**src/rtl/bilinear_interp_pipe_if.sv**
```systemverilog
// Valid/ready beat bundle for the bilinear interpolator: fetch-side inputs and
// writeback-side outputs, all lanes packed at lane k -> [k*W +: W].
interface bilinear_interp_pipe_if #(
    parameter int PIX_W  = 8,
    parameter int FRAC_W = 8,
    parameter int LANES  = 1
);
    logic                      in_valid;
    logic                      in_ready;
    logic                      in_mode;
    logic [LANES*PIX_W-1:0]    I00;
    logic [LANES*PIX_W-1:0]    I10;
    logic [LANES*PIX_W-1:0]    I01;
    logic [LANES*PIX_W-1:0]    I11;
    logic [LANES*FRAC_W-1:0]   alpha;
    logic [LANES*FRAC_W-1:0]   beta;
    logic                      out_valid;
    logic                      out_ready;
    logic [LANES*PIX_W-1:0]    pixel_out;

    modport master (
        output in_valid, in_mode, I00, I10, I01, I11, alpha, beta, out_ready,
        input  in_ready, out_valid, pixel_out
    );

    modport slave (
        input  in_valid, in_mode, I00, I10, I01, I11, alpha, beta, out_ready,
        output in_ready, out_valid, pixel_out
    );
endinterface

```
**src/rtl/bilinear_interp_pipe.sv**
```systemverilog
// Three-stage multi-lane bilinear / nearest-neighbour interpolator with
// valid/ready backpressure and a wrapping count of delivered output beats.
module bilinear_interp_pipe #(
    parameter int PIX_W  = 8,
    parameter int FRAC_W = 8,
    parameter int LANES  = 1,
    parameter int CNT_W  = 16
) (
    input  logic                  clk,
    input  logic                  rst,
    bilinear_interp_pipe_if.slave bus,
    output logic [CNT_W-1:0]      beat_count
);
    localparam int A_W = PIX_W + FRAC_W + 2;
    localparam int V_W = PIX_W + 2*FRAC_W + 3;
    localparam logic signed [V_W-1:0] HALF    = {{(V_W-1){1'b0}}, 1'b1} <<< (2*FRAC_W-1);
    localparam logic signed [V_W-1:0] PIX_MAX = {{(V_W-PIX_W){1'b0}}, {PIX_W{1'b1}}};

    function automatic logic signed [A_W-1:0] lerp_h(input logic [PIX_W-1:0] p0,
                                                     input logic [PIX_W-1:0] p1,
                                                     input logic [FRAC_W-1:0] w);
        logic signed [A_W-1:0] s0, s1, ws;
        s0 = signed'({{(A_W-PIX_W){1'b0}}, p0});
        s1 = signed'({{(A_W-PIX_W){1'b0}}, p1});
        ws = signed'({{(A_W-FRAC_W){1'b0}}, w});
        return (s0 <<< FRAC_W) + ws * (s1 - s0);
    endfunction

    function automatic logic signed [V_W-1:0] lerp_v(input logic signed [A_W-1:0] a,
                                                     input logic signed [A_W-1:0] b,
                                                     input logic [FRAC_W-1:0] w);
        logic signed [V_W-1:0] s0, s1, ws;
        s0 = {{(V_W-A_W){a[A_W-1]}}, a};
        s1 = {{(V_W-A_W){b[A_W-1]}}, b};
        ws = signed'({{(V_W-FRAC_W){1'b0}}, w});
        return (s0 <<< FRAC_W) + ws * (s1 - s0);
    endfunction

    // Nearest pixel is scaled to Q.F so the following stages pass it through unchanged.
    function automatic logic signed [A_W-1:0] nearest(input logic [PIX_W-1:0] p00,
                                                      input logic [PIX_W-1:0] p10,
                                                      input logic [PIX_W-1:0] p01,
                                                      input logic [PIX_W-1:0] p11,
                                                      input logic x,
                                                      input logic y);
        logic [PIX_W-1:0] sel;
        sel = x ? (y ? p11 : p10) : (y ? p01 : p00);
        return signed'({{(A_W-PIX_W){1'b0}}, sel}) <<< FRAC_W;
    endfunction

    function automatic logic signed [V_W-1:0] round_half_up(input logic signed [V_W-1:0] v);
        logic signed [V_W-1:0] s;
        s = v + HALF;
        return s >>> (2*FRAC_W);
    endfunction

    function automatic logic [PIX_W-1:0] saturate(input logic signed [V_W-1:0] r);
        if (r[V_W-1])
            return '0;
        else if (r > PIX_MAX)
            return '1;
        else
            return r[PIX_W-1:0];
    endfunction

    logic                    vld_p0_q, vld_p0_d;
    logic                    vld_p1_q, vld_p1_d;
    logic                    vld_p2_q, vld_p2_d;
    logic                    ready_en_q;
    logic [CNT_W-1:0]        beat_count_q, beat_count_d;
    logic [LANES*PIX_W-1:0]  pixel_p2_q, pixel_p2_d;
    logic signed [A_W-1:0]   a_p0_q [LANES];
    logic signed [A_W-1:0]   a_p0_d [LANES];
    logic signed [A_W-1:0]   b_p0_q [LANES];
    logic signed [A_W-1:0]   b_p0_d [LANES];
    logic [FRAC_W-1:0]       beta_p0_q [LANES];
    logic [FRAC_W-1:0]       beta_p0_d [LANES];
    logic signed [V_W-1:0]   v_p1_q [LANES];
    logic signed [V_W-1:0]   v_p1_d [LANES];

    logic en_p0, en_p1, en_p2, in_ready, in_fire, out_fire;

    // Stage enables ripple back from the output so bubbles collapse.
    always_comb begin
        en_p2        = !vld_p2_q || bus.out_ready;
        en_p1        = !vld_p1_q || en_p2;
        en_p0        = !vld_p0_q || en_p1;
        in_ready     = ready_en_q && en_p0;
        in_fire      = bus.in_valid && in_ready;
        out_fire     = vld_p2_q && bus.out_ready;
        vld_p0_d     = en_p0 ? in_fire  : vld_p0_q;
        vld_p1_d     = en_p1 ? vld_p0_q : vld_p1_q;
        vld_p2_d     = en_p2 ? vld_p1_q : vld_p2_q;
        beat_count_d = beat_count_q + CNT_W'(out_fire);
    end

    // S1: horizontal lerp (or nearest selection) per lane
    always_comb begin
        for (int k = 0; k < LANES; k++) begin
            a_p0_d[k]    = a_p0_q[k];
            b_p0_d[k]    = b_p0_q[k];
            beta_p0_d[k] = beta_p0_q[k];
            if (in_fire) begin
                beta_p0_d[k] = bus.beta[k*FRAC_W +: FRAC_W];
                if (bus.in_mode) begin
                    a_p0_d[k] = nearest(bus.I00[k*PIX_W +: PIX_W], bus.I10[k*PIX_W +: PIX_W],
                                        bus.I01[k*PIX_W +: PIX_W], bus.I11[k*PIX_W +: PIX_W],
                                        bus.alpha[k*FRAC_W + FRAC_W - 1],
                                        bus.beta[k*FRAC_W + FRAC_W - 1]);
                    b_p0_d[k] = a_p0_d[k];
                end else begin
                    a_p0_d[k] = lerp_h(bus.I00[k*PIX_W +: PIX_W], bus.I10[k*PIX_W +: PIX_W],
                                       bus.alpha[k*FRAC_W +: FRAC_W]);
                    b_p0_d[k] = lerp_h(bus.I01[k*PIX_W +: PIX_W], bus.I11[k*PIX_W +: PIX_W],
                                       bus.alpha[k*FRAC_W +: FRAC_W]);
                end
            end
        end
    end

    // S2: vertical lerp; S3: round half-up and saturate into the output register
    always_comb begin
        pixel_p2_d = pixel_p2_q;
        for (int k = 0; k < LANES; k++) begin
            v_p1_d[k] = v_p1_q[k];
            if (en_p1 && vld_p0_q)
                v_p1_d[k] = lerp_v(a_p0_q[k], b_p0_q[k], beta_p0_q[k]);
            if (en_p2 && vld_p1_q)
                pixel_p2_d[k*PIX_W +: PIX_W] = saturate(round_half_up(v_p1_q[k]));
        end
    end

    always_ff @(posedge clk or posedge rst) begin
        if (rst) begin
            vld_p0_q     <= 1'b0;
            vld_p1_q     <= 1'b0;
            vld_p2_q     <= 1'b0;
            ready_en_q   <= 1'b0;
            beat_count_q <= '0;
            pixel_p2_q   <= '0;
        end else begin
            vld_p0_q     <= vld_p0_d;
            vld_p1_q     <= vld_p1_d;
            vld_p2_q     <= vld_p2_d;
            ready_en_q   <= 1'b1;
            beat_count_q <= beat_count_d;
            pixel_p2_q   <= pixel_p2_d;
        end
    end

    // Datapath registers are qualified by the valid bits and need no reset.
    always_ff @(posedge clk) begin
        a_p0_q    <= a_p0_d;
        b_p0_q    <= b_p0_d;
        beta_p0_q <= beta_p0_d;
        v_p1_q    <= v_p1_d;
    end

    assign bus.in_ready  = in_ready;
    assign bus.out_valid = vld_p2_q;
    assign bus.pixel_out = pixel_p2_q;
    assign beat_count    = beat_count_q;
endmodule

```
**src/flat_wrapper.sv**
```systemverilog
// flat-port wrapper written by rule: the top's interface ports become plain ports
module bilinear_interp_pipe_flat 
#(
    parameter int PIX_W  = 8,
    parameter int FRAC_W = 8,
    parameter int LANES  = 1,
    parameter int CNT_W  = 16
)
  (clk, rst, beat_count, bus_in_valid, bus_in_mode, bus_I00, bus_I10, bus_I01, bus_I11, bus_alpha, bus_beta, bus_out_ready, bus_in_ready, bus_out_valid, bus_pixel_out);
  bilinear_interp_pipe_if #(.PIX_W(PIX_W), .FRAC_W(FRAC_W), .LANES(LANES)) bus_i ();
  input  logic clk;
  input  logic rst;
  output logic [CNT_W-1:0] beat_count;
  input wire logic [$bits(bus_i.in_valid)-1:0] bus_in_valid;
  input wire logic [$bits(bus_i.in_mode)-1:0] bus_in_mode;
  input wire logic [$bits(bus_i.I00)-1:0] bus_I00;
  input wire logic [$bits(bus_i.I10)-1:0] bus_I10;
  input wire logic [$bits(bus_i.I01)-1:0] bus_I01;
  input wire logic [$bits(bus_i.I11)-1:0] bus_I11;
  input wire logic [$bits(bus_i.alpha)-1:0] bus_alpha;
  input wire logic [$bits(bus_i.beta)-1:0] bus_beta;
  input wire logic [$bits(bus_i.out_ready)-1:0] bus_out_ready;
  output wire logic [$bits(bus_i.in_ready)-1:0] bus_in_ready;
  output wire logic [$bits(bus_i.out_valid)-1:0] bus_out_valid;
  output wire logic [$bits(bus_i.pixel_out)-1:0] bus_pixel_out;
  assign bus_i.in_valid = bus_in_valid;
  assign bus_i.in_mode = bus_in_mode;
  assign bus_i.I00 = bus_I00;
  assign bus_i.I10 = bus_I10;
  assign bus_i.I01 = bus_I01;
  assign bus_i.I11 = bus_I11;
  assign bus_i.alpha = bus_alpha;
  assign bus_i.beta = bus_beta;
  assign bus_i.out_ready = bus_out_ready;
  assign bus_in_ready = bus_i.in_ready;
  assign bus_out_valid = bus_i.out_valid;
  assign bus_pixel_out = bus_i.pixel_out;
  bilinear_interp_pipe #(.PIX_W(PIX_W), .FRAC_W(FRAC_W), .LANES(LANES), .CNT_W(CNT_W)) u_core (.clk(clk), .rst(rst), .bus(bus_i), .beat_count(beat_count));
endmodule
```
**config.mk**
```make
export PLATFORM = sky130hd
export DESIGN_NAME = bilinear_interp_pipe_flat
export DESIGN_NICKNAME = d
export VERILOG_FILES = /design/src/rtl/bilinear_interp_pipe_if.sv /design/src/rtl/bilinear_interp_pipe.sv /design/src/flat_wrapper.sv
export SDC_FILE = /design/constraint.sdc
export NUM_CORES = 1
export LEC_CHECK = 0
export BUFFER_PORTS_ARGS = -buffer_cell sky130_fd_sc_hd__buf_2
export CORE_UTILIZATION = 45
export DETAILED_ROUTE_END_ITERATION = 12
export PLACE_DENSITY_LB_ADDON = 0.12
export RECOVER_POWER = 25
export SYNTH_ARGS = -nofsm -noshare
export SYNTH_HDL_FRONTEND = slang
export SYNTH_SLANG_ARGS = --single-unit
```
**constraint.sdc**
```tcl
create_clock -name clk -period 10.5 [get_ports clk]
set_input_delay 3.15 -clock clk [delete_from_list [all_inputs] [get_ports clk]]
set_output_delay 3.15 -clock clk [all_outputs]
set_load 0.1 [all_outputs]
```
==> Word level (Yosys, flattened, before mapping) <==
Cells that the tools add are included.
{ "word_totals": {"latch_bits": 0, "wordCells": 42, "romBits": 0, "ramBits": 0, "register_bits": 99, "out_inout_bits": 26, "n_memories": 0} }
{ "classes": {"magnitude_cmp": 1, "n_reduce_logical": 11, "shift": 0, "n_mux": 7, "n_mul": 3, "bitwise": 0, "add_sub_neg": 8, "n_div": 0, "n_eq_ne": 0} }
{ "op_table": {"columns": ["op", "count"], "rows": [
  ["$mux W8", 5],
  ["$add A17 B18 Y18", 2],
  ["$mul A9 B18 Y18", 2],
  ["$mux W16", 2],
  ["$add A26 B27 Y27", 1],
  ["$add A27 B17 Y27 const B", 1],
  ["$mul A9 B27 Y27", 1],
  ["$sub A18 B18 Y19", 1],
  ["$sub A8 B8 Y9", 2],
  ["$add A16 B1 Y16", 1],
  ["$gt A11 B9 Y1 const B", 1],
  ["$logic_and A1 B1 Y1", 5],
  ["$logic_not A1 Y1", 3],
  ["$logic_or A1 B1 Y1", 3]
]} }

==> Longest topological paths before layout <==
{ "depth": {"depth_word": 6, "depth_mapped": 30} }

==> Least setup slack after synthesis <==
Ideal clock, no wire load.
{ "synth_path": {"path_type": "input to register", "from": "input port bus_I11[0]", "to": "register u_core.b_p0_q[16] (netlist bit), data pin", "arrival_time_ps": 8962, "setup_ps": 260, "path_stages": 25, "slack_ps": 1278, "n_path_buf": 0, "path_cell_list": "inv_1 -> ha_1 -> fa_1 -> nor2b_1 -> o21ai_0 -> a21boi_0 -> o21a_1 -> o21ai_0 -> nand2b_1 -> a21oi_1 -> nand2_1 -> fa_1 -> inv_1 -> fa_1 -> inv_1 -> fa_1 -> inv_1 -> fa_1 -> fa_1 -> ha_1 -> and2_1 -> o21ai_0 -> o211ai_1 -> o311ai_0 -> mux2_2"} }
{ "synth_between": {"elab_chain_cells": 3} }
{ "synth_lines": {"columns": ["item", "line", "source"], "rows": [
  ["from (decl)", "flat_wrapper.sv:19", "input wire logic [$bits(bus_i.I11)-1:0] bus_I11;"],
  ["$sub A8 B8 Y9", "bilinear_interp_pipe.sv:26", "return (s0 <<< FRAC_W) + ws * (s1 - s0);"],
  ["$mul A9 B18 Y18", "bilinear_interp_pipe.sv:26", null],
  ["$add A17 B18 Y18", "bilinear_interp_pipe.sv:26", null],
  ["to (signal assigned)", "bilinear_interp_pipe.sv:154", "b_p0_q <= b_p0_d;"],
  ["to (decl)", "bilinear_interp_pipe.sv:74", "logic signed [A_W-1:0] b_p0_q [LANES];"]
]} }
Every way passes these cells.
A chain may end at the register's enable or synchronous reset.

==> Final worst setup path <==
{ "layout_path": {"from": "input port bus_I01[2]", "to": "register u_core.b_p0_q[16] (netlist bit), data pin"} }
{ "layout_between": {"elab_chain_cells": 3} }
{ "layout_lines": {"columns": ["item", "line", "source"], "rows": [
  ["from (decl)", "flat_wrapper.sv:18", "input wire logic [$bits(bus_i.I01)-1:0] bus_I01;"],
  ["$sub A8 B8 Y9", "bilinear_interp_pipe.sv:26", null],
  ["$mul A9 B18 Y18", "bilinear_interp_pipe.sv:26", null],
  ["$add A17 B18 Y18 (*)", "bilinear_interp_pipe.sv:26", null]
]} }
Every way passes the cells marked *; elsewhere a longest branch is shown, timed or not.

==> impl_results.md <==
- Status: complete, but fails checks
- Failing checks: max-capacitance violations, max-slew violations
- RSZ-0062 raised after global routing: no
- # nets final: 2,276
- Largest net degree at the start of global routing: 46
- # rows: 69
- GPL Wtd Cong: 0.858
- Worst hold path type: reg2reg
- Most frequent cell after synthesis: inv_1
- # diodes: 0
- R2r startpoint: u_core.a_p0_q[1]
- Synth Cell Area: 16,200 um^2
- Die Wd: 192 um
- Synth area leaders: fa_1 33%, ha_1 13%, edfxtp_1 10%
- Yosys top cell area share: 0.334
- Die Y-Extent: 192 um
- Setup Buffers After CTS: 0
- Setup slack, reg-to-reg: 2.43 ns
- Yosys Warn Count: 0
- Buffers on Ports: 78
- Detail Route Antenna Nets: 0
- Initial antenna violation count: 0
- Worst rel slew slack: -0.0703
- Drt drc: 0
- Area growth, synth to finish: 7.81%
- CTS H-Tree Depth: 3
- Via count: 11,388
- Critical path endpoint: u_core.b_p0_q[16]
- FFs w/ async S/R, synth: 0.333
- Worst Tran Pin Value: 1.61 ns
- WP data arrival: 9.54 ns
- Core Area: 35,500 um^2
- Yosys top cell by area: fa_1
- Setup_tns: 0 ns
- Via-to-Cell Ratio: 5.07
- Setup-failing EPs final: 0
- Worst r2r dst: u_core.v_p1_q[26]
- Clk sinks: 84
- Full die area: 36,700 um^2
- Total of max-cap violations: 1
- Initial Utilization: 0.456
- Endpoint type of the worst setup path: register
- Clock slew seen by the registers of the worst setup and hold paths: 0.07 ns
- Yosys cell types: 53
- Synthesized netlist cell count: 1,715
- Synth Register Bits: 84
- CTS Root Cell: clkbuf_16
- Wire per inst: 15.9 um
- Fmax: 106 MHz
- R2R cell count: 27
- Register area share after synthesis: 0.147
- Cts hold-fix bufs: 0
- Fin worst setup slack: 1.07 ns
- Worst Setup SP: bus_I01[2]
- Clock Latency Late Sink: 0.36 ns
- Max Buffers Root-to-Sink: 2
- Post-synth top cells: 382 x inv_1, 270 x fa_1, 174 x nand2_1, 173 x ha_1, 99 x and2_1
- Hold violation count in the final report: 0
- Routed WL: 35.7 mm
- Worst hold slack: 0.469 ns
- Crit Path Max Fanout: 10
- GRT Util Overall: 0.208
- Pre-antenna DRT Iters: 4
- Critical path class: in2reg
- Worst Skew: 0.0150 ns
- Final Critical Period: 9.43 ns
- Final worst-path cycle share: 0.898
- Required @ worst endpoint: 10.61 ns
- Synth Flop Type: edfxtp_1
- Inserted Clock Buffers: 9
- Vias in the first global route: 12,061
- Post-CTS resize count: 0
- Synthesized Nets: 2,211
- Worst setup SP type: input pin
- Initial drt markers: 445
- Grt total ovfl: 0
- TritonCTS clock tree: built
- Post-DP HPWL: 29.9 mm
- I/O Pins: 79
- Global-route wire length before repair: 59.7 mm
- EDFF count, synth: 56
- Fin. max-slew vios: 45
- Place WS: 0.695 ns
- Syn_area_per_cell: 9.44 um^2
- Share of layout cells above drive strength 1: 0.0711
-- per-layer routing --
layer  wire (um)  GRT usage  vias to the layer above
li1            -          -                     5484
met1       16100      0.270                     5635
met2       17800      0.370                      235
met3        1250     0.0228                       34
met4         564     0.0498                        0
met5           0          0                        -
-- cells in the final DEF (no fill, tap or decap), types with 42 or more instances in the layout --
master    synthesis  routed
xnor2_1          62      62
and2_1           99      97
inv_1           382     382
buf_2             1      76
ha_1            173     173
fa_1            270     270
nand2_1         174     174
edfxtp_1         56      56
nor2b_1          46      46
nor2_1           42      42
-- sequential cells by signal, indices dropped and copies added, names as in the netlist --
| name | cells |
|---|---|
| u_core.a_p0_q | 18 |
| u_core.b_p0_q | 18 |
| u_core.beat_count | 16 |
| u_core.v_p1_q | 12 |
| u_core.beta_p0_q | 8 |
| u_core.bus.pixel_out | 8 |
| u_core.bus.out_valid | 1 |
| u_core.ready_en_q | 1 |
| u_core.vld_p0_q | 1 |
| u_core.vld_p1_q | 1 |
-- worst min-delay path by stage --
stage                                    to  depth (start not counted)               startpoint
finish              u_core.bus.pixel_out[1]                          1  u_core.bus.pixel_out[1]
global route        u_core.bus.pixel_out[7]                          1  u_core.bus.pixel_out[7]
floorplan              u_core.bus.out_valid                          2          u_core.vld_p1_q
detailed placement  u_core.bus.pixel_out[1]                          1  u_core.bus.pixel_out[1]
global placement       u_core.bus.out_valid                          2          u_core.vld_p1_q
CTS                 u_core.bus.pixel_out[1]                          1  u_core.bus.pixel_out[1]
-- worst max-delay path, stage by stage --
cell,delay (ns)
buf_2,0.13
inv_1,0.05
ha_1,0.31
nor2b_1,0.14
o21ai_0,0.24
a21boi_0,0.18
o21a_1,0.21
o21ai_0,0.14
nand2b_1,0.07
a21oi_1,0.14
buf_4,0.18
nand2_1,0.19
fa_1,0.64
inv_1,0.18
fa_1,0.56
inv_1,0.05
fa_1,0.48
inv_1,0.06
fa_1,0.58
fa_1,0.47
ha_1,0.38
and2_1,0.17
o21ai_0,0.20
o211ai_1,0.12
o311ai_0,0.12
mux2_2,0.38
-- area by class of cell --
class / count / area [um^2]
clock buffer: 12 / 300
clock inverter: 4 / 37.5
inverter: 382 / 1430
timing repair buffer: 92 / 493
fill: 3338 / 18000
tap: 461 / 577
multi-input combinational: 1211 / 12200
sequential: 84 / 2380
-- through the flow --
stage,std cells,cell area [um^2],util
2_1_floorplan,1715,16200,-
3_3_place_gp,2230,17100,0.482
3_5_place_dp,2230,17100,0.482
4_1_cts,2246,17500,0.492
5_1_grt,2246,17500,0.492
6_report,2246,17500,0.492
-- logic make-up (layout without fill, tap and decap cells) --
| group | Yosys count | after routing | share of synthesized area |
|---|---|---|---|
| AOI/OAI and AO/OA | 183 | 183 | 0.0756 |
| xor gates and xnor gates | 92 | 92 | 0.0498 |
| adders and majority gates | 443 | 443 | 0.468 |
| buffers and inverters | 420 | 490 | 0.0975 |
| DFF | 84 | 84 | 0.147 |
| muxes | 10 | 10 | 0.0124 |
| other | 1 | 1 | 0.000232 |
| and+or+nand+nor | 482 | 482 | 0.150 |
Power is not shown: default switching activity piles up to over one toggle a cycle in this logic, so the estimate is an artifact.
